[src/rtl/iz_neuron_array.sv]
// iz_neuron_array
// Time-multiplexed array of N_NEURON Izhikevich neurons sharing one Euler
// update datapath. One integration step visits every neuron, one per cycle.
//
// Ports:
//   clk, rst_n        clock, asynchronous active-low reset
//   ena               global enable; low freezes the step sequencer
//   step_i            pulse that starts one integration step of all neurons
//   cfg_we/addr/mode/cur  per-neuron mode and input current write port
//   obs_addr          neuron shown on v_o/u_o
//   v_o, u_o          observed v/u, integer part, saturated to 8-bit signed
//   spike_o           per-neuron spike flag from that neuron's last update
//   busy_o            step in progress
//   done_o            one-cycle pulse when a step completes
//
// Optional feature: define IZ_AUTOSTEP_EN to add a free-running 2^PRESC
// cycle step generator ORed with step_i.
//
// FSM states:
//   state  | meaning
//   IDLE   | waiting for a step request
//   RUN    | updating neuron idx, one neuron per cycle
//   DONE   | step finished, done_o pulses

module iz_neuron_array #(
  parameter int N_NEURON = 4,
  parameter int W        = 16,
  parameter int FRAC     = 4,
  parameter int IW       = 5,
  parameter int DT_SHIFT = 1,
  parameter int PRESC    = 10,
  localparam int AW      = $clog2(N_NEURON)
) (
  input  logic                clk,
  input  logic                rst_n,
  input  logic                ena,
  input  logic                step_i,
  input  logic                cfg_we,
  input  logic [AW-1:0]       cfg_addr,
  input  logic [2:0]          cfg_mode,
  input  logic [IW-1:0]       cfg_cur,
  input  logic [AW-1:0]       obs_addr,
  output logic [7:0]          v_o,
  output logic [7:0]          u_o,
  output logic [N_NEURON-1:0] spike_o,
  output logic                busy_o,
  output logic                done_o
);

  localparam int XW = 2*W + 8;

  localparam logic [1:0] S_IDLE = 2'd0;
  localparam logic [1:0] S_RUN  = 2'd1;
  localparam logic [1:0] S_DONE = 2'd2;

  localparam logic [AW-1:0]        LAST  = AW'(N_NEURON - 1);
  localparam logic signed [XW-1:0] K5    = XW'(5);
  localparam logic signed [XW-1:0] K140  = XW'(140) <<< FRAC;
  localparam logic signed [XW-1:0] V_TH  = XW'(30) <<< FRAC;
  localparam logic signed [XW-1:0] S_MAX = XW'((1 << (W-1)) - 1);
  localparam logic signed [XW-1:0] S_MIN = XW'(-(1 << (W-1)));
  localparam logic signed [W-1:0]  O_MAX = W'(127);
  localparam logic signed [W-1:0]  O_MIN = W'(-128);
  localparam logic signed [W-1:0]  V_RST = W'(-65 * (1 << FRAC));
  localparam logic signed [W-1:0]  U_RST = W'(-260);

  function automatic logic signed [W-1:0] sat_w(input logic signed [XW-1:0] x);
    if (x > S_MAX)      sat_w = S_MAX[W-1:0];
    else if (x < S_MIN) sat_w = S_MIN[W-1:0];
    else                sat_w = x[W-1:0];
  endfunction

  function automatic logic [7:0] clamp8(input logic signed [W-1:0] x);
    if (x > O_MAX)      clamp8 = 8'h7F;
    else if (x < O_MIN) clamp8 = 8'h80;
    else                clamp8 = x[7:0];
  endfunction

  logic [1:0]              state;
  logic [AW-1:0]           idx;
  logic signed [W-1:0]     v_mem    [N_NEURON];
  logic signed [W-1:0]     u_mem    [N_NEURON];
  logic [2:0]              mode_mem [N_NEURON];
  logic [IW-1:0]           cur_mem  [N_NEURON];

  logic                    auto_req;
  logic                    step_req;

`ifdef IZ_AUTOSTEP_EN
  logic [PRESC-1:0] presc_cnt;

  always_ff @(posedge clk or negedge rst_n) begin
    if (!rst_n)   presc_cnt <= '0;
    else if (ena) presc_cnt <= presc_cnt + PRESC'(1);
  end

  // Request on the cycle the counter is about to wrap.
  assign auto_req = &presc_cnt;
`else
  // No generator: constant-false request (PRESC only matters with the counter).
  assign auto_req = (PRESC < 0);
`endif

  assign step_req = step_i | auto_req;

  // Shared Euler datapath, operating on neuron idx.
  logic [2:0]              a_sh, b_sh;
  logic signed [7:0]       c8, d8;
  logic signed [XW-1:0]    vx, ux, cx, c_x, d_x;
  logic signed [XW-1:0]    sq, t1, dv, vn, du, un, us;
  logic                    spk;
  logic signed [W-1:0]     v_nxt, u_nxt;

  always_comb begin
    a_sh = 3'd6;
    b_sh = 3'd2;
    c8   = -8'sd65;
    d8   = 8'sd8;
    case (mode_mem[idx])
      3'd1:    begin a_sh = 3'd6; b_sh = 3'd2; c8 = -8'sd55; d8 = 8'sd4; end
      3'd2:    begin a_sh = 3'd6; b_sh = 3'd2; c8 = -8'sd50; d8 = 8'sd2; end
      3'd3:    begin a_sh = 3'd3; b_sh = 3'd2; c8 = -8'sd65; d8 = 8'sd2; end
      default: begin a_sh = 3'd6; b_sh = 3'd2; c8 = -8'sd65; d8 = 8'sd8; end
    endcase
    vx  = {{(XW-W){v_mem[idx][W-1]}}, v_mem[idx]};
    ux  = {{(XW-W){u_mem[idx][W-1]}}, u_mem[idx]};
    cx  = {{(XW-IW){1'b0}}, cur_mem[idx]};
    c_x = {{(XW-8){c8[7]}}, c8};
    d_x = {{(XW-8){d8[7]}}, d8};
    sq  = (vx * vx) >>> FRAC;
    t1  = (sq * K5) >>> 7;
    dv  = t1 + K5 * vx + K140 - ux + (cx <<< FRAC);
    vn  = vx + (dv >>> DT_SHIFT);
    du  = ((vx >>> b_sh) - ux) >>> a_sh;
    un  = ux + (du >>> DT_SHIFT);
    us  = un + (d_x <<< FRAC);
    spk = (vn >= V_TH);
    v_nxt = spk ? sat_w(c_x <<< FRAC) : sat_w(vn);
    u_nxt = spk ? sat_w(us)           : sat_w(un);
  end

  always_ff @(posedge clk or negedge rst_n) begin
    if (!rst_n) begin
      state <= S_IDLE;
      idx   <= '0;
    end else if (ena) begin
      case (state)
        S_IDLE: if (step_req) begin
          state <= S_RUN;
          idx   <= '0;
        end
        S_RUN: begin
          if (idx == LAST) state <= S_DONE;
          else             idx   <= idx + AW'(1);
        end
        S_DONE:  state <= S_IDLE;
        default: state <= S_IDLE;
      endcase
    end
  end

  always_ff @(posedge clk or negedge rst_n) begin
    if (!rst_n) begin
      for (int k = 0; k < N_NEURON; k++) begin
        v_mem[k] <= V_RST;
        u_mem[k] <= U_RST;
      end
      spike_o <= '0;
    end else if (ena && state == S_RUN) begin
      v_mem[idx]   <= v_nxt;
      u_mem[idx]   <= u_nxt;
      spike_o[idx] <= spk;
    end
  end

  // Config writes land regardless of FSM state; a neuron being updated this
  // cycle still sees its old mode/current because the datapath reads the regs.
  always_ff @(posedge clk or negedge rst_n) begin
    if (!rst_n) begin
      for (int k = 0; k < N_NEURON; k++) begin
        mode_mem[k] <= 3'd0;
        cur_mem[k]  <= '0;
      end
    end else if (cfg_we) begin
      mode_mem[cfg_addr] <= cfg_mode;
      cur_mem[cfg_addr]  <= cfg_cur;
    end
  end

  always_ff @(posedge clk or negedge rst_n) begin
    if (!rst_n) begin
      v_o <= clamp8(V_RST >>> FRAC);
      u_o <= clamp8(U_RST >>> FRAC);
    end else begin
      v_o <= clamp8(v_mem[obs_addr] >>> FRAC);
      u_o <= clamp8(u_mem[obs_addr] >>> FRAC);
    end
  end

  assign busy_o = (state == S_RUN);
  // A frozen DONE holds its pulse until ena returns.
  assign done_o = (state == S_DONE) && ena;

endmodule

[config.mk]
export PLATFORM = sky130hd
export DESIGN_NAME = iz_neuron_array
export DESIGN_NICKNAME = d
export VERILOG_FILES = /design/src/rtl/iz_neuron_array.sv
export SDC_FILE = /design/constraint.sdc
export NUM_CORES = 1
export LEC_CHECK = 0
export CORE_ASPECT_RATIO = 1.25
export CORE_MARGIN = 3
export CORE_UTILIZATION = 45
export CTS_CLUSTER_DIAMETER = 80
export DETAILED_ROUTE_END_ITERATION = 16
export GPL_TIMING_DRIVEN = 1
export PLACE_DENSITY = 0.67
export REMOVE_ABC_BUFFERS = 1
export SETUP_SLACK_MARGIN = 0.05
export SLEW_MARGIN = 20
export SYNTH_ARGS = -nofsm -noshare
export SYNTH_HDL_FRONTEND = slang
export SYNTH_SLANG_ARGS = --single-unit
[constraint.sdc]
create_clock -name clk -period 21.1 [get_ports clk]
set_clock_uncertainty 0.05 [all_clocks]
set_input_delay 4.22 -clock clk [delete_from_list [all_inputs] [get_ports clk]]
set_output_delay 4.22 -clock clk [all_outputs]
set_load 0.05 [all_outputs]
; ---- Word-level counts from Yosys, hierarchy flattened
; Cells that the tools add are included.
[totals]
ff_bits = 184
input_bits = 17
wordCells = 130
[op_classes]
n_addsub = 9
mul = 3
n_lt_le_gt_ge = 20
n_eq_ne = 9
shifts = 1
mux = 54
n_bitwise = 3
n_reduce_logical = 10
[ops]
columns = op, count
row1 = two-way mux 16 bit, 18
row2 = binary-select mux 16 bit (select 2 bit), 4
row3 = bitwise mux 64 bit, 2
row4 = greater-than comparator 40 x 16 -> 1 bit (second input constant), 2
row5 = less-than comparator 40 x 16 -> 1 bit (second input constant), 2
row6 = adder 16 x 39 -> 40 bit, 1
row7 = adder 40 x 9 -> 40 bit, 1
row8 = >>> shifter 17 x 3 -> 40 bit, 1
row9 = demux 16 bit (select 2 bit), 1
row10 = multiplier 16 x 16 -> 32 bit, 1
row11 = multiplier 28 x 4 -> 32 bit (second input constant), 1
row12 = two-way mux 8 bit, 4
row13 = adder 16 x 28 -> 29 bit, 1
row14 = adder 28 x 10 -> 29 bit, 1
row15 = greater-or-equal comparator 29 x 10 -> 1 bit (second input constant), 1
row16 = greater-than comparator 29 x 16 -> 1 bit (second input constant), 1
row17 = less-than comparator 29 x 16 -> 1 bit (second input constant), 1
row18 = subtractor 27 x 16 -> 28 bit, 1
row19 = adder 26 x 13 -> 27 bit (second input constant), 1
row20 = adder 25 x 20 -> 26 bit, 1
row21 = greater-than comparator 12 x 8 -> 1 bit (second input constant), 2
row22 = less-than comparator 12 x 8 -> 1 bit (second input constant), 2
row23 = bitwise mux 20 bit, 1
row24 = multiplier 4 x 16 -> 20 bit (first input constant), 1
row25 = other kinds (36), 57

; ---- Logic depth before layout (Yosys ltp)
[logic_depth]
word_depth = 16
mapped_depth = 72
mapped_depth_nobuf = 66

; ---- Worst setup path before layout
; OpenSTA, ideal clock, no wires.
[synth_timing]
kind = register to register
start = register idx[0]
end = register u_mem[23] (netlist name)
setup_time_ns = 0.089
arrival_time_ns = 15.669
t_required_ns = 20.961
path_slack_ns = 5.292
path_stages_with_launch = 66
n_path_buf = 5
synth_period_minus_slack_ns = 15.808
path_cell_list = dfrtp_1 -> buf_1 -> clkbuf_1 -> buf_1 -> o21ai_1 -> inv_1 -> clkbuf_1 -> nand2_1 -> fa_1 -> inv_1 -> fa_1 -> inv_1 -> fa_1 -> fa_1 -> inv_1 -> fa_1 -> inv_1 -> fa_1 -> [... 30 more ...] -> nor2_1 -> a211oi_1 -> o31a_1 -> a41oi_1 -> a2111oi_0 -> o31a_1 -> o21a_1 -> nor2_1 -> xnor2_1 -> ha_1 -> or4_1 -> a2bb2oi_1 -> and2_1 -> o31ai_1 -> buf_2 -> nor2_1 -> o21ai_1 -> o21ai_1
[synth_via]
elab_chain_cells = 14
word_cells_on_any_way = 47
classes_between = add/sub (8) / mul (3) / order compare (7) / eq/ne (3) / shift (1) / mux (22) / bitwise (1) / reduce/logical (2)
[synth_lines]
columns = item, line_no
row1 = from (decl), 80  ; logic [AW-1:0] idx;
row2 = from (signal assigned), 154  ; else idx <= idx + AW'(1);
row3 = NOT 2 -> 3 bit (not written as such) (*), -
row4 = binary-select mux 16 bit (select 2 bit) or binary-select mux 3 bit (select 2 bit) (tied branches), "125, 119"
row5 = two-way mux 16 bit (not written as such) or two-way mux 3 bit (tied branches) (2 in a row), "125, 119"
row6 = multiplier 16 x 16 -> 32 bit or equality test 3 x 2 -> 1 bit (tied branches), "130, 119"
row7 = multiplier 28 x 4 -> 32 bit or two-way mux 3 bit (tied branches), "131, 119"
row8 = adder 25 x 20 -> 26 bit or >>> shifter 17 x 3 -> 40 bit (tied branches), "132, 134"
row9 = adder 26 x 13 -> 27 bit or adder 16 x 39 -> 40 bit (tied branches), "132, 135"
row10 = subtractor 27 x 16 -> 28 bit or adder 40 x 9 -> 40 bit (tied branches), "132, 136"
row11 = adder 28 x 10 -> 29 bit or less-than comparator 40 x 16 -> 1 bit (tied branches), "132, 69"
row12 = adder 16 x 28 -> 29 bit or two-way mux 16 bit (tied branches), "133, 69"
row13 = greater-or-equal comparator 29 x 10 -> 1 bit or two-way mux 16 bit (tied branches), "137, 68"
row14 = two-way mux 16 bit, 139  ; u_nxt = spk ? sat_w(us) : sat_w(un);
row15 = bitwise mux 64 bit (*), 171  ; u_mem[idx] <= u_nxt;
row16 = "to (signal, indexed assignment)", 171
row17 = to (decl), 82  ; logic signed [W-1:0] u_mem [N_NEURON];
; Mark *: on every way between the ends. The rest lies on a longest branch, timed or not. The select of a mux whose other input is x is not followed.
; A chain may end at the register's enable or synchronous reset.

; ---- Worst setup path in the final report
[layout_timing]
start = register idx[0]
end = register u_mem[63] (netlist name)
; Same word-level chain as after synthesis.

==> results.toml <==
[critical_path]
critPathArrivalTime_ns = 17.99
worstPathRequired_ns = 21.41
worstSetupPathType = "register to register"
cpPeakStageDelay_ns = 0.74
cp_top_family = "adder cells"
slowest_stage = "dfrtp_2"
cp-start-kind = "register"
path_buf_inv = 11
crit_path_end_kind = "register"
cp_max_fo = 29

[clock_tree]
h-tree-depth = 4
cts_buffers = 17
cts_resized = 0
clock_latency_ns = 0.46
post_cts_buffers = 0
cts_tree = "done"
clk_path_buf_depth = 2
postCtsHoldBufs = 0
clk_pin_slew_ns = 0.08
cts_sinks = 184
root_buffer = "clkbuf_16"

[sta]
drv_slew = 0
slew_headroom_pct = 31.1
rsz0062_at_grt = "no"
worst_pin_slew_ns = 1.03
hold_slack_ns = 0.424
period_needed_ns = 17.68
max_freq_mhz = 56.6
setup_viol = 0
finalCritPeriodShare_pct = 83.8
fin_tns_setup_ns = 0
finalHoldViolations = 0

[status]
status = "complete, no violations"

[placement]
gp_congestion = 0.921
port_buffers = 38
dp_hpwl_um = 51400

[floorplanning]
die_h_um = 275
dieArea_sq_um = 60800
ios = 39
initial_core_util_pct = 45.9
die_x_um = 221
num_rows = 97
core_area_sq_um = 56700

[job]
maxCapViolations = 0

[global_route]
grt_pass1_wl_um = 107000
antenna_found_initial = 1
grtUsageTotal_pct = 21.7
overflow = 0
grt_max_degree = 118
grt_pass1_vias = 21100

[synth]
yosysSeqAreaShare_pct = 18.2
yosys-top-cells-area = "fa_1 (23%), ha_1 (14%), dfstp_2 (11%)"
syn_inst = 2773
async_reset_ff_share_pct = 100
avgSynthCellArea_sq_um = 9.38
yosysTopAreaCellShare_pct = 22.8
synth-edff-count = 0
ys_types = 80
synth-warning-count = 0
syn_area_sq_um = 26000
synthFlopType = "dfstp_2"
yosysMostFrequentCell = "inv_1"
synth_top_area_cell = "fa_1"
synth_seq_cells = 184
synth.cells.most_frequent = "inv_1 (460), fa_1 (296), ha_1 (290)"

[drt]
num_vias = 19900
ant_nets = 0
drt-vias-per-instance = 5.66
drt-total-wl_um = 64800
drt_iter0_markers = 1037
drt_first_pass_iters = 5
wl_per_cell_um = 18.4
drc_errors = 0

[final_layout]
layout-drive-gt1-share_pct = 11.1
syn2layout_area_growth_pct = 6.72
num_antenna_cells = 0
fin_nets = 3372

[min_path]
hold_path.class = "register to register"
worst paths after layout:
check	cells past startpoint	to	startpoint	slack [ns]
worst max-delay path	63	u_mem[63]	idx[0]	3.42
worst min-delay path	2	u_mem[5]	u_mem[5]	0.42
worst max register to register	63	u_mem[63]	idx[0]	3.42
worst min register to register	2	u_mem[5]	u_mem[5]	0.42
max in group asynchronous	2	cur_mem[16]	rst_n	15.64
min in group asynchronous	1	spike_o[0]	rst_n	3.83
placed cells by master (no fill, tap or decap), types with 28 or more instances in the layout:
cell type	instances
xor2_1	28
a21o_1	36
ha_1	290
mux4_2	59
dfstp_2	110
nand3_1	37
fa_1	296
mux2_2	47
xnor2_1	96
nand2_1	255
dfrtp_1	72
clkdlybuf4s50_1	36
nor3_1	42
a21oi_1	95
and2_1	46
a31oi_1	52
o21ai_0	148
nand2b_1	28
inv_1	460
o21ai_1	30
nor2_1	180
flip-flops by register name, indices dropped and copies added, names as in the netlist:
register,flops
idx,2
state,2
u_o,8
u_mem,64
spike_o,4
mode_mem,12
v_mem,64
cur_mem,20
v_o,8
metrics by stage:
step           cells  utilization (%)  setup WS [ns]  instance area [sq um]
2_1_floorplan   2690                -           3.10                  25700
3_3_place_gp    3492             47.9           4.09                  27200
3_5_place_dp    3492             47.9           3.50                  27200
4_1_cts         3524             49.0           3.42                  27800
5_1_grt         3524             49.0           2.29                  27800
6_report        3524             49.0           3.42                  27800
cells by family after synthesis:
group                      count (synthesis)  share of synthesized area, %
adders and majority gates                586                          36.7
muxes                                    118                          7.60
AOI/OAI and AO/OA                        517                          12.7
xor gates and xnor gates                 124                          4.17
and+or+nand+nor                          699                          12.6
DFF                                      184                          18.2
buffers and inverters                    545                          7.98
worst reg2reg max path, delay by kind of cell (launching register included):
family                     cells  cell delay [ns]
and+or+nand+nor               18             2.91
DFF                            1             0.74
AOI/OAI and AO/OA             15             4.86
buffers and inverters         11             1.34
adders and majority gates     15             6.65
xor gates and xnor gates       3             0.46
muxes                          1             0.58
per-layer routing:
layer  up-vias  GRT usage (%)  routed length, um
li1       9300              -                  -
met1     10000           25.1              25700
met2       460           41.0              34300
met3       137           1.74               1920
met4         0           9.56               2910
met5         -              0                  0
layout make-up:
cell class / instances / area (sq um)
well taps: 742 / 928
fillers: 5217 / 28900
flip-flops and latches: 184 / 4740
repair buffers: 60 / 542
multi-input cells: 2044 / 19200
inverters: 462 / 1730
clock inverters: 15 / 179
clock buffers: 17 / 425
Power is not shown: default switching activity piles up to over one toggle a cycle in this logic, so the estimate is an artifact.
